[src/rtl/vga_pkg.sv]
// Shared definitions for the VGA source path.
// Holds the default 640x480@60 timing, the default image window geometry,
// the streaming state type and the per-pixel record carried by the delay line.
package vga_pkg;

  localparam int unsigned VGA_PIX_DIV  = 2;

  localparam int unsigned VGA_H_VIS    = 640;
  localparam int unsigned VGA_H_FP     = 16;
  localparam int unsigned VGA_H_SYNC   = 96;
  localparam int unsigned VGA_H_BP     = 48;

  localparam int unsigned VGA_V_VIS    = 480;
  localparam int unsigned VGA_V_FP     = 10;
  localparam int unsigned VGA_V_SYNC   = 2;
  localparam int unsigned VGA_V_BP     = 33;

  localparam int unsigned VGA_WIN_X0   = 120;
  localparam int unsigned VGA_WIN_Y0   = 40;
  localparam int unsigned VGA_IMG_W    = 100;
  localparam int unsigned VGA_IMG_H    = 100;
  localparam int unsigned VGA_SCALE    = 4;
  localparam int unsigned VGA_ADDR_W   = 14;
  localparam int unsigned VGA_READ_LAT = 1;

  typedef enum logic [0:0] {
    IDLE   = 1'b0,
    ACTIVE = 1'b1
  } state_e;

  typedef struct packed {
    logic [9:0] x;
    logic [9:0] y;
    logic       hsync;
    logic       vsync;
    logic       video_on;
    logic       in_window;
  } pix_info_t;

  localparam pix_info_t PIX_INFO_RST = '{
    x:         '0,
    y:         '0,
    hsync:     1'b1,
    vsync:     1'b1,
    video_on:  1'b0,
    in_window: 1'b0
  };

endpackage

[src/rtl/vga_sync_counter.sv]
// Pixel-tick divider plus raw horizontal/vertical position counters.
// Ports:
//   clk, reset   system clock, synchronous active-high reset
//   pix_tick     one-clk pulse per pixel (divider at its last count)
//   h, v         raw position, advanced on pix_tick, always running
//   hsync, vsync raw active-low sync pulses
//   video_on     raw visible-area flag
//   frame_last   raw position is the last pixel of the frame
module vga_sync_counter
  import vga_pkg::*;
#(
  parameter int unsigned PIX_DIV = VGA_PIX_DIV,
  parameter int unsigned H_VIS   = VGA_H_VIS,
  parameter int unsigned H_FP    = VGA_H_FP,
  parameter int unsigned H_SYNC  = VGA_H_SYNC,
  parameter int unsigned H_BP    = VGA_H_BP,
  parameter int unsigned V_VIS   = VGA_V_VIS,
  parameter int unsigned V_FP    = VGA_V_FP,
  parameter int unsigned V_SYNC  = VGA_V_SYNC,
  parameter int unsigned V_BP    = VGA_V_BP
) (
  input  logic       clk,
  input  logic       reset,
  output logic       pix_tick,
  output logic [9:0] h,
  output logic [9:0] v,
  output logic       hsync,
  output logic       vsync,
  output logic       video_on,
  output logic       frame_last
);

  localparam int unsigned H_TOTAL = H_VIS + H_FP + H_SYNC + H_BP;
  localparam int unsigned V_TOTAL = V_VIS + V_FP + V_SYNC + V_BP;
  localparam int unsigned DIV_W   = (PIX_DIV > 1) ? $clog2(PIX_DIV) : 1;

  localparam logic [DIV_W-1:0] DIV_LAST = DIV_W'(PIX_DIV - 1);
  localparam logic [9:0] H_LAST   = 10'(H_TOTAL - 1);
  localparam logic [9:0] V_LAST   = 10'(V_TOTAL - 1);
  localparam logic [9:0] H_VIS_C  = 10'(H_VIS);
  localparam logic [9:0] V_VIS_C  = 10'(V_VIS);
  localparam logic [9:0] HS_FIRST = 10'(H_VIS + H_FP);
  localparam logic [9:0] HS_LAST  = 10'(H_VIS + H_FP + H_SYNC - 1);
  localparam logic [9:0] VS_FIRST = 10'(V_VIS + V_FP);
  localparam logic [9:0] VS_LAST  = 10'(V_VIS + V_FP + V_SYNC - 1);

  logic [DIV_W-1:0] div;

  always_ff @(posedge clk) begin
    if (reset) begin
      div <= '0;
      h   <= '0;
      v   <= '0;
    end else begin
      if (pix_tick) begin
        div <= '0;
        if (h == H_LAST) begin
          h <= '0;
          v <= (v == V_LAST) ? '0 : v + 10'd1;
        end else begin
          h <= h + 10'd1;
        end
      end else begin
        div <= div + DIV_W'(1);
      end
    end
  end

  assign pix_tick   = (div == DIV_LAST);
  assign hsync      = !((h >= HS_FIRST) && (h <= HS_LAST));
  assign vsync      = !((v >= VS_FIRST) && (v <= VS_LAST));
  assign video_on   = (h < H_VIS_C) && (v < V_VIS_C);
  assign frame_last = (h == H_LAST) && (v == V_LAST);

endmodule

[src/rtl/vga_frame_reader.sv]
// VGA timing source and image-RAM reader for an upscaled on-screen window.
// Ports:
//   clk, reset  system clock, synchronous active-high reset
//   start       streaming enable, acted on only at the frame boundary
//   ram_addr    image RAM read address (holds outside the window)
//   ram_rd_en   read strobe, one clk per pixel tick inside the window
//   x, y        column/row aligned with returned RAM data
//   hsync/vsync aligned active-low syncs
//   video_on    aligned visible-area flag
//   in_window   aligned flag: RAM data is valid for this pixel
//   pix_tick    one-clk pulse per pixel
//   frame_done  one-clk pulse on the last pixel of a streamed frame
module vga_frame_reader
  import vga_pkg::*;
#(
  parameter int unsigned PIX_DIV  = VGA_PIX_DIV,
  parameter int unsigned H_VIS    = VGA_H_VIS,
  parameter int unsigned H_FP     = VGA_H_FP,
  parameter int unsigned H_SYNC   = VGA_H_SYNC,
  parameter int unsigned H_BP     = VGA_H_BP,
  parameter int unsigned V_VIS    = VGA_V_VIS,
  parameter int unsigned V_FP     = VGA_V_FP,
  parameter int unsigned V_SYNC   = VGA_V_SYNC,
  parameter int unsigned V_BP     = VGA_V_BP,
  parameter int unsigned WIN_X0   = VGA_WIN_X0,
  parameter int unsigned WIN_Y0   = VGA_WIN_Y0,
  parameter int unsigned IMG_W    = VGA_IMG_W,
  parameter int unsigned IMG_H    = VGA_IMG_H,
  parameter int unsigned SCALE    = VGA_SCALE,
  parameter int unsigned ADDR_W   = VGA_ADDR_W,
  parameter int unsigned READ_LAT = VGA_READ_LAT
) (
  input  logic              clk,
  input  logic              reset,
  input  logic              start,
  output logic [ADDR_W-1:0] ram_addr,
  output logic              ram_rd_en,
  output logic [9:0]        x,
  output logic [9:0]        y,
  output logic              hsync,
  output logic              vsync,
  output logic              video_on,
  output logic              in_window,
  output logic              pix_tick,
  output logic              frame_done
);

  localparam int unsigned SUB_W      = (SCALE > 1) ? $clog2(SCALE) : 1;
  localparam int unsigned LAST_STAGE = READ_LAT - 1;

  localparam logic [9:0] WX_FIRST = 10'(WIN_X0);
  localparam logic [9:0] WX_LAST  = 10'(WIN_X0 + IMG_W * SCALE - 1);
  localparam logic [9:0] WX_PRE   = 10'(WIN_X0 - 1);
  localparam logic [9:0] WY_FIRST = 10'(WIN_Y0);
  localparam logic [9:0] WY_LAST  = 10'(WIN_Y0 + IMG_H * SCALE - 1);

  localparam logic [SUB_W-1:0]  SUB_LAST = SUB_W'(SCALE - 1);
  localparam logic [ADDR_W-1:0] ROW_STEP = ADDR_W'(IMG_W);

  logic [9:0] h;
  logic [9:0] v;
  logic       hs_raw;
  logic       vs_raw;
  logic       vo_raw;
  logic       frame_last;

  vga_sync_counter #(
    .PIX_DIV (PIX_DIV),
    .H_VIS   (H_VIS),
    .H_FP    (H_FP),
    .H_SYNC  (H_SYNC),
    .H_BP    (H_BP),
    .V_VIS   (V_VIS),
    .V_FP    (V_FP),
    .V_SYNC  (V_SYNC),
    .V_BP    (V_BP)
  ) u_sync (
    .clk        (clk),
    .reset      (reset),
    .pix_tick   (pix_tick),
    .h          (h),
    .v          (v),
    .hsync      (hs_raw),
    .vsync      (vs_raw),
    .video_on   (vo_raw),
    .frame_last (frame_last)
  );

  // Streaming FSM: state only changes on the last pixel of a frame.
  state_e state_q;
  state_e state_d;

  always_ff @(posedge clk) begin
    if (reset) state_q <= IDLE;
    else       state_q <= state_d;
  end

  always_comb begin
    state_d    = state_q;
    frame_done = 1'b0;
    case (state_q)
      IDLE: begin
        if (pix_tick && frame_last && start) state_d = ACTIVE;
      end
      ACTIVE: begin
        if (pix_tick && frame_last) begin
          frame_done = 1'b1;
          if (!start) state_d = IDLE;
        end
      end
      default: state_d = IDLE;
    endcase
  end

  logic win_raw;
  logic win_eff;

  assign win_raw = (h >= WX_FIRST) && (h <= WX_LAST) &&
                   (v >= WY_FIRST) && (v <= WY_LAST);
  assign win_eff = win_raw && (state_q == ACTIVE);

  // Multiplier-free address walk: col_sub/row_sub count replicated pixels
  // and lines; row_base is the image-row start address for the current line.
  logic [SUB_W-1:0]  col_sub;
  logic [SUB_W-1:0]  row_sub;
  logic [ADDR_W-1:0] row_base;
  logic [ADDR_W-1:0] addr;
  logic [ADDR_W-1:0] last_addr;

  always_ff @(posedge clk) begin
    if (reset) begin
      col_sub   <= '0;
      row_sub   <= '0;
      row_base  <= '0;
      addr      <= '0;
      last_addr <= '0;
    end else if (pix_tick) begin
      if (frame_last) begin
        row_base <= '0;
        row_sub  <= '0;
      end else if (win_eff && (h == WX_LAST)) begin
        if (row_sub == SUB_LAST) begin
          row_sub  <= '0;
          row_base <= row_base + ROW_STEP;
        end else begin
          row_sub <= row_sub + SUB_W'(1);
        end
      end

      if (h == WX_PRE) begin
        addr    <= row_base;
        col_sub <= '0;
      end else if (win_eff) begin
        last_addr <= addr;
        if (col_sub == SUB_LAST) begin
          col_sub <= '0;
          addr    <= addr + ADDR_W'(1);
        end else begin
          col_sub <= col_sub + SUB_W'(1);
        end
      end
    end
  end

  // The live address is driven combinationally so the RAM samples it on the
  // same tick edge that pushes the matching coordinates into the delay line;
  // last_addr supplies the held value once the window is left.
  assign ram_rd_en = pix_tick && win_eff;
  assign ram_addr  = win_eff ? addr : last_addr;

  pix_info_t raw_info;
  pix_info_t dly [READ_LAT];

  assign raw_info = '{
    x:         h,
    y:         v,
    hsync:     hs_raw,
    vsync:     vs_raw,
    video_on:  vo_raw,
    in_window: win_eff
  };

  always_ff @(posedge clk) begin
    if (reset) begin
      for (int unsigned i = 0; i < READ_LAT; i++) dly[i] <= PIX_INFO_RST;
    end else if (pix_tick) begin
      dly[0] <= raw_info;
      for (int unsigned i = 1; i < READ_LAT; i++) dly[i] <= dly[i-1];
    end
  end

  assign x         = dly[LAST_STAGE].x;
  assign y         = dly[LAST_STAGE].y;
  assign hsync     = dly[LAST_STAGE].hsync;
  assign vsync     = dly[LAST_STAGE].vsync;
  assign video_on  = dly[LAST_STAGE].video_on;
  assign in_window = dly[LAST_STAGE].in_window;

endmodule

[config.mk]
export PLATFORM = sky130hd
export DESIGN_NAME = vga_frame_reader
export DESIGN_NICKNAME = d
export VERILOG_FILES = /design/src/rtl/vga_pkg.sv /design/src/rtl/vga_sync_counter.sv /design/src/rtl/vga_frame_reader.sv
export SDC_FILE = /design/constraint.sdc
export NUM_CORES = 1
export LEC_CHECK = 0
export BUFFER_PORTS_ARGS = -buffer_cell sky130_fd_sc_hd__buf_2
export CORE_MARGIN = 1
export CORE_UTILIZATION = 51
export CTS_BUF_LIST = sky130_fd_sc_hd__clkbuf_4
export CTS_CLUSTER_DIAMETER = 200
export DETAILED_ROUTE_END_ITERATION = 7
export PLACE_DENSITY = 0.7
export REMOVE_ABC_BUFFERS = 1
export SETUP_SLACK_MARGIN = 0.02
export SLEW_MARGIN = 0
export SYNTH_ARGS = -nofsm -noshare
export SYNTH_HDL_FRONTEND = slang
export SYNTH_HIERARCHICAL = 1
export SYNTH_SLANG_ARGS = --single-unit
[constraint.sdc]
create_clock -name clk -period 3.3 [get_ports clk]
set_input_delay 0.33 -clock clk [delete_from_list [all_inputs] [get_ports clk]]
set_output_delay 0.33 -clock clk [all_outputs]
set_load 0.005 [all_outputs]
==> metrics.md <==
| Metric | Value |
|---|---|
| Outcome | `finished, final reports clean` |
| Final GP Congestion | `0.891` |
| Dpl cells | `632` |
| Post-Route WL | `10,400 microns` |
| Flop2flop setup slack | `between 0.7 and 0.8 ns` |
| Root Buffer | `clkbuf_4` |
| CP Launch Type | `flop` |
| Post-layout minimum cycle time | `3.02 ns` |
| RSZ-0062 raised after global routing | `false` |
| Layout cells sized above 1 | `0.167` |
| Critical path depth in cells | `5` |
| Chip height | `96.3 microns` |
| # DRC | `0` |
| FF-to-FF Start | `u_sync/h[5]` |
| Clock transition at path regs | `about 0.16 ns` |
| Clock Path Buffers | `2` |
| Critical Path End | `frame_done` |
| Post-synthesis compound-gate area fraction | `0.160` |
| Clock sink total | `90` |
| Clk_lat worst skew | `around 0.45 ns` |
| Worst Slack Setup Final | `about 0.28 ns` |
| Critical-path top delay cell | `or4_2` |
| Relative slew slack | `0.436` |
| Pre-antenna DRT Iters | `5` |
| DR WL/cell | `approximately 16 microns` |
| Period Utilization, post-route | `0.914` |
| Buf/Inv on CP | `1` |
| Tot GR Track Use | `0.234` |
| Worst r2r path cells | `6` |
| Crit-path max FO | `10` |
| Crit-path cells | `or3_4 -> or4_2 -> nor2_1 -> and3_1 -> buf_2` |
| Total I/O pin count | `44` |
| Post-DP HPWL | `6940 microns` |
| Total chip power | `1.96 mW` |
| # port buffers | `43` |
| Final hold vios | `0` |
| Syn_area_per_cell | `between 9 and 10 sq um` |
| Synth async-reset ratio | `0` |
| Number of fill cells in the layout | `798` |
| Synth Cell Area | `4540 sq um` |
| Max cap viols | `0` |
| Core Box Area | `8680 sq um` |
| Initial DRC Count | `240` |
| Area growth, synth to finish | `9.65%` |
| Main synth FF type | `dfxtp_1` |
| Pwr/cell area | `394 nW/um^2` |
| Reg2Reg Capture Point | `row_base[12]` |
| Leak | `1.87 nW` |
| Post-CTS sizing | `0` |
| Mux cell area share after synthesis | `0.0416` |
| Die ar. | `9280 sq um` |
| Finished Layout Cells | `648` |
| Post-cts hold buffer count | `0` |
| Antenna violation net count after detailed routing | `0` |
| Critical path class | `reg2out` |
| Global-route wire length before repair | `about 17,000 microns` |
| Chip Width | `~96 microns` |
| Largest net degree at the start of global routing | `55` |
| Post-synth EDFFs | `24` |
| Post-Synth Simple-Gate Area | `0.262` |
| Via density | `6.20` |
| CP Capture Type | `output pin` |
| Worst Setup SP | `u_sync/h[5]` |
| Worst-margin pin slew | `0.839 ns` |
| Postcts setup bufs | `0` |
| Register area share after synthesis | `0.450` |
| Num rows | `34` |
| Post-synthesis cell type count | `66` |
| Htree depth | `3` |
| Adder-Cell Fraction of Synth Area | `0.0248` |
| Vias in the first global route | `3,439` |
| Final setup fails | `0` |
| Antenna violations before repair | `0` |
| Top delay family on crit path | `simple AND/OR/NAND/NOR gates` |
| Final nets | `547` |
| Initial Util | `0.523` |
| Hold_ws | `~0.14 ns` |
| Worst IR Drop VDD | `0.000200 V` |
| Pre-CTS setup slack | `0.756 ns` |
| Fmax | `about 330 MHz` |
| CTS tree | `yes` |
| Arrival @ worst endpoint | `2.69 ns` |
| Antenna cells | `0` |
| Warnings, synthesis | `6` |
| Synthesized flop and latch total | `90` |
| Xor/xnor share of the synthesized area | `0.0174` |
| Skew final | `between 0.015 and 0.02 ns` |
| Critical Path RT | `2.97 ns` |
| Worst Hold Class | `in2reg` |
| Gate Count Post-Synth | `502` |
| Setup tns final | `0 ns` |
| Total grt overflow | `0` |
| Largest family of logic cells by synthesized area | `simple AND/OR/NAND/NOR gates` |
| Vias | `approximately 4,000` |
| CP max stage delay | `0.65 ns` |
| Total CTS buffers | `9` |
| Final Max Tran Viols | `0` |
==> per-stage QoR <==
stage,util,area (sq um)
6_report,0.573,4980
5_1_grt,0.573,4980
4_1_cts,0.573,4980
3_5_place_dp,0.554,4810
3_3_place_gp,0.554,4810
2_1_floorplan,-,4400
==> per-layer routing <==
layer,track usage,vias to the layer above,share of wire
met5,0,-,0
met4,0.0772,0,0.012
met3,0.0363,13,0.053
met2,0.364,132,0.45
met1,0.333,1920,0.49
li1,-,1952,-
==> logic make-up (layout without fill, tap and decap cells) <==
family                   Yosys count  count (layout)
multiplexers                      17              17
AND/OR/NAND/NOR                  217             217
XOR/XNOR                           9               9
buffers and inverters             44              82
AO/OA/AOI/OAI                    116             116
adder cells (fa/ha/maj)            9               9
flip-flops                        90              90
==> area by class of cell <==
class | count | area (sq um) | share of cell area
clock buffers | 9 | 67.6 | 0.0136
clock inverters | 7 | 100 | 0.0201
inverters | 16 | 60.1 | 0.0121
multi-input cells | 368 | 2300 | 0.463
flip-flops and latches | 90 | 2040 | 0.410
well taps | 108 | 135 | 0.0272
repair buffers | 50 | 268 | 0.0538
==> worst min path at each step <==
| stage | startpoint | end | slack [ns] | cells after the start |
|---|---|---|---|---|
| floorplan | reset | u_sync/pix_tick | 0.40 | 1 |
| global placement | last_addr[2] | last_addr[2] | 0.44 | 2 |
| detailed placement | last_addr[3] | last_addr[3] | 0.45 | 2 |
| CTS | start | state_q | 0.13 | 3 |
| global route | start | state_q | 0.14 | 3 |
| finish | start | state_q | 0.14 | 3 |
==> flip-flops by register name, summed over array words and instances (netlist names) <==
register         flops
u_sync/pix_tick      1
addr                14
col_sub              2
row_base            12
state_q              1
u_sync/h            10
row_sub              2
u_sync/v            10
last_addr           14
dly                 24
==> where the power goes <==
part	total (mW)	internal (mW)	leakage (nW)	switching (mW)
combinational	0.0768	0.0241	0.994	0.0527
clock	0.721	0.316	0.0913	0.405
sequential	1.16	1.15	0.784	0.0106
==> synthesized netlist by cell type, drive strengths merged (2+ instances only) <==
cell / number / area [sq um]
mux2i: 2 / 20.0
nand4: 12 / 75.1
ha: 9 / 113
nor3b: 3 / 22.5
nor3: 21 / 110
a211oi: 2 / 15.0
edfxtp: 24 / 721
o21a: 2 / 15.0
a32o: 3 / 30.0
a21oi: 47 / 235
o211ai: 4 / 30.0
and2: 3 / 18.8
dfxtp: 66 / 1320
nor2: 13 / 48.8
nor4: 5 / 31.3
mux2: 15 / 169
nand2: 66 / 248
clkbuf: 22 / 92.6
and3: 32 / 203
o32ai: 2 / 17.5
a31oi: 7 / 43.8
inv: 15 / 56.3
or4b: 2 / 23.8
o21ai: 21 / 105
or4: 13 / 103
nor4b: 2 / 32.5
a21o: 2 / 15.0
xnor2: 6 / 52.6
nand3: 22 / 110
o31a: 2 / 17.5
o31ai: 11 / 82.6
and4: 3 / 26.3
xor2: 3 / 26.3
or3: 16 / 105
buf: 6 / 46.3
==> layout by cell type, fill, tap and decap left out, types with 12 or more instances in the layout <==
master,instances
o21ai_0,18
buf_2,43
mux2_2,12
and3_1,30
nor3_1,20
dfxtp_1,66
nor2_1,13
nand2_1,66
edfxtp_1,24
or3_1,15
inv_1,15
nand4_1,12
a21oi_1,47
nand3_1,22
==> worst register-to-register path: cells and delay by family (launching register included) <==
kind | cells | cell delay (ns)
DFF | 1 | 0.44
AOI/OAI and AO/OA | 1 | 0.08
and+or+nand+nor | 5 | 1.91
Power figures use the tool's default switching activity.
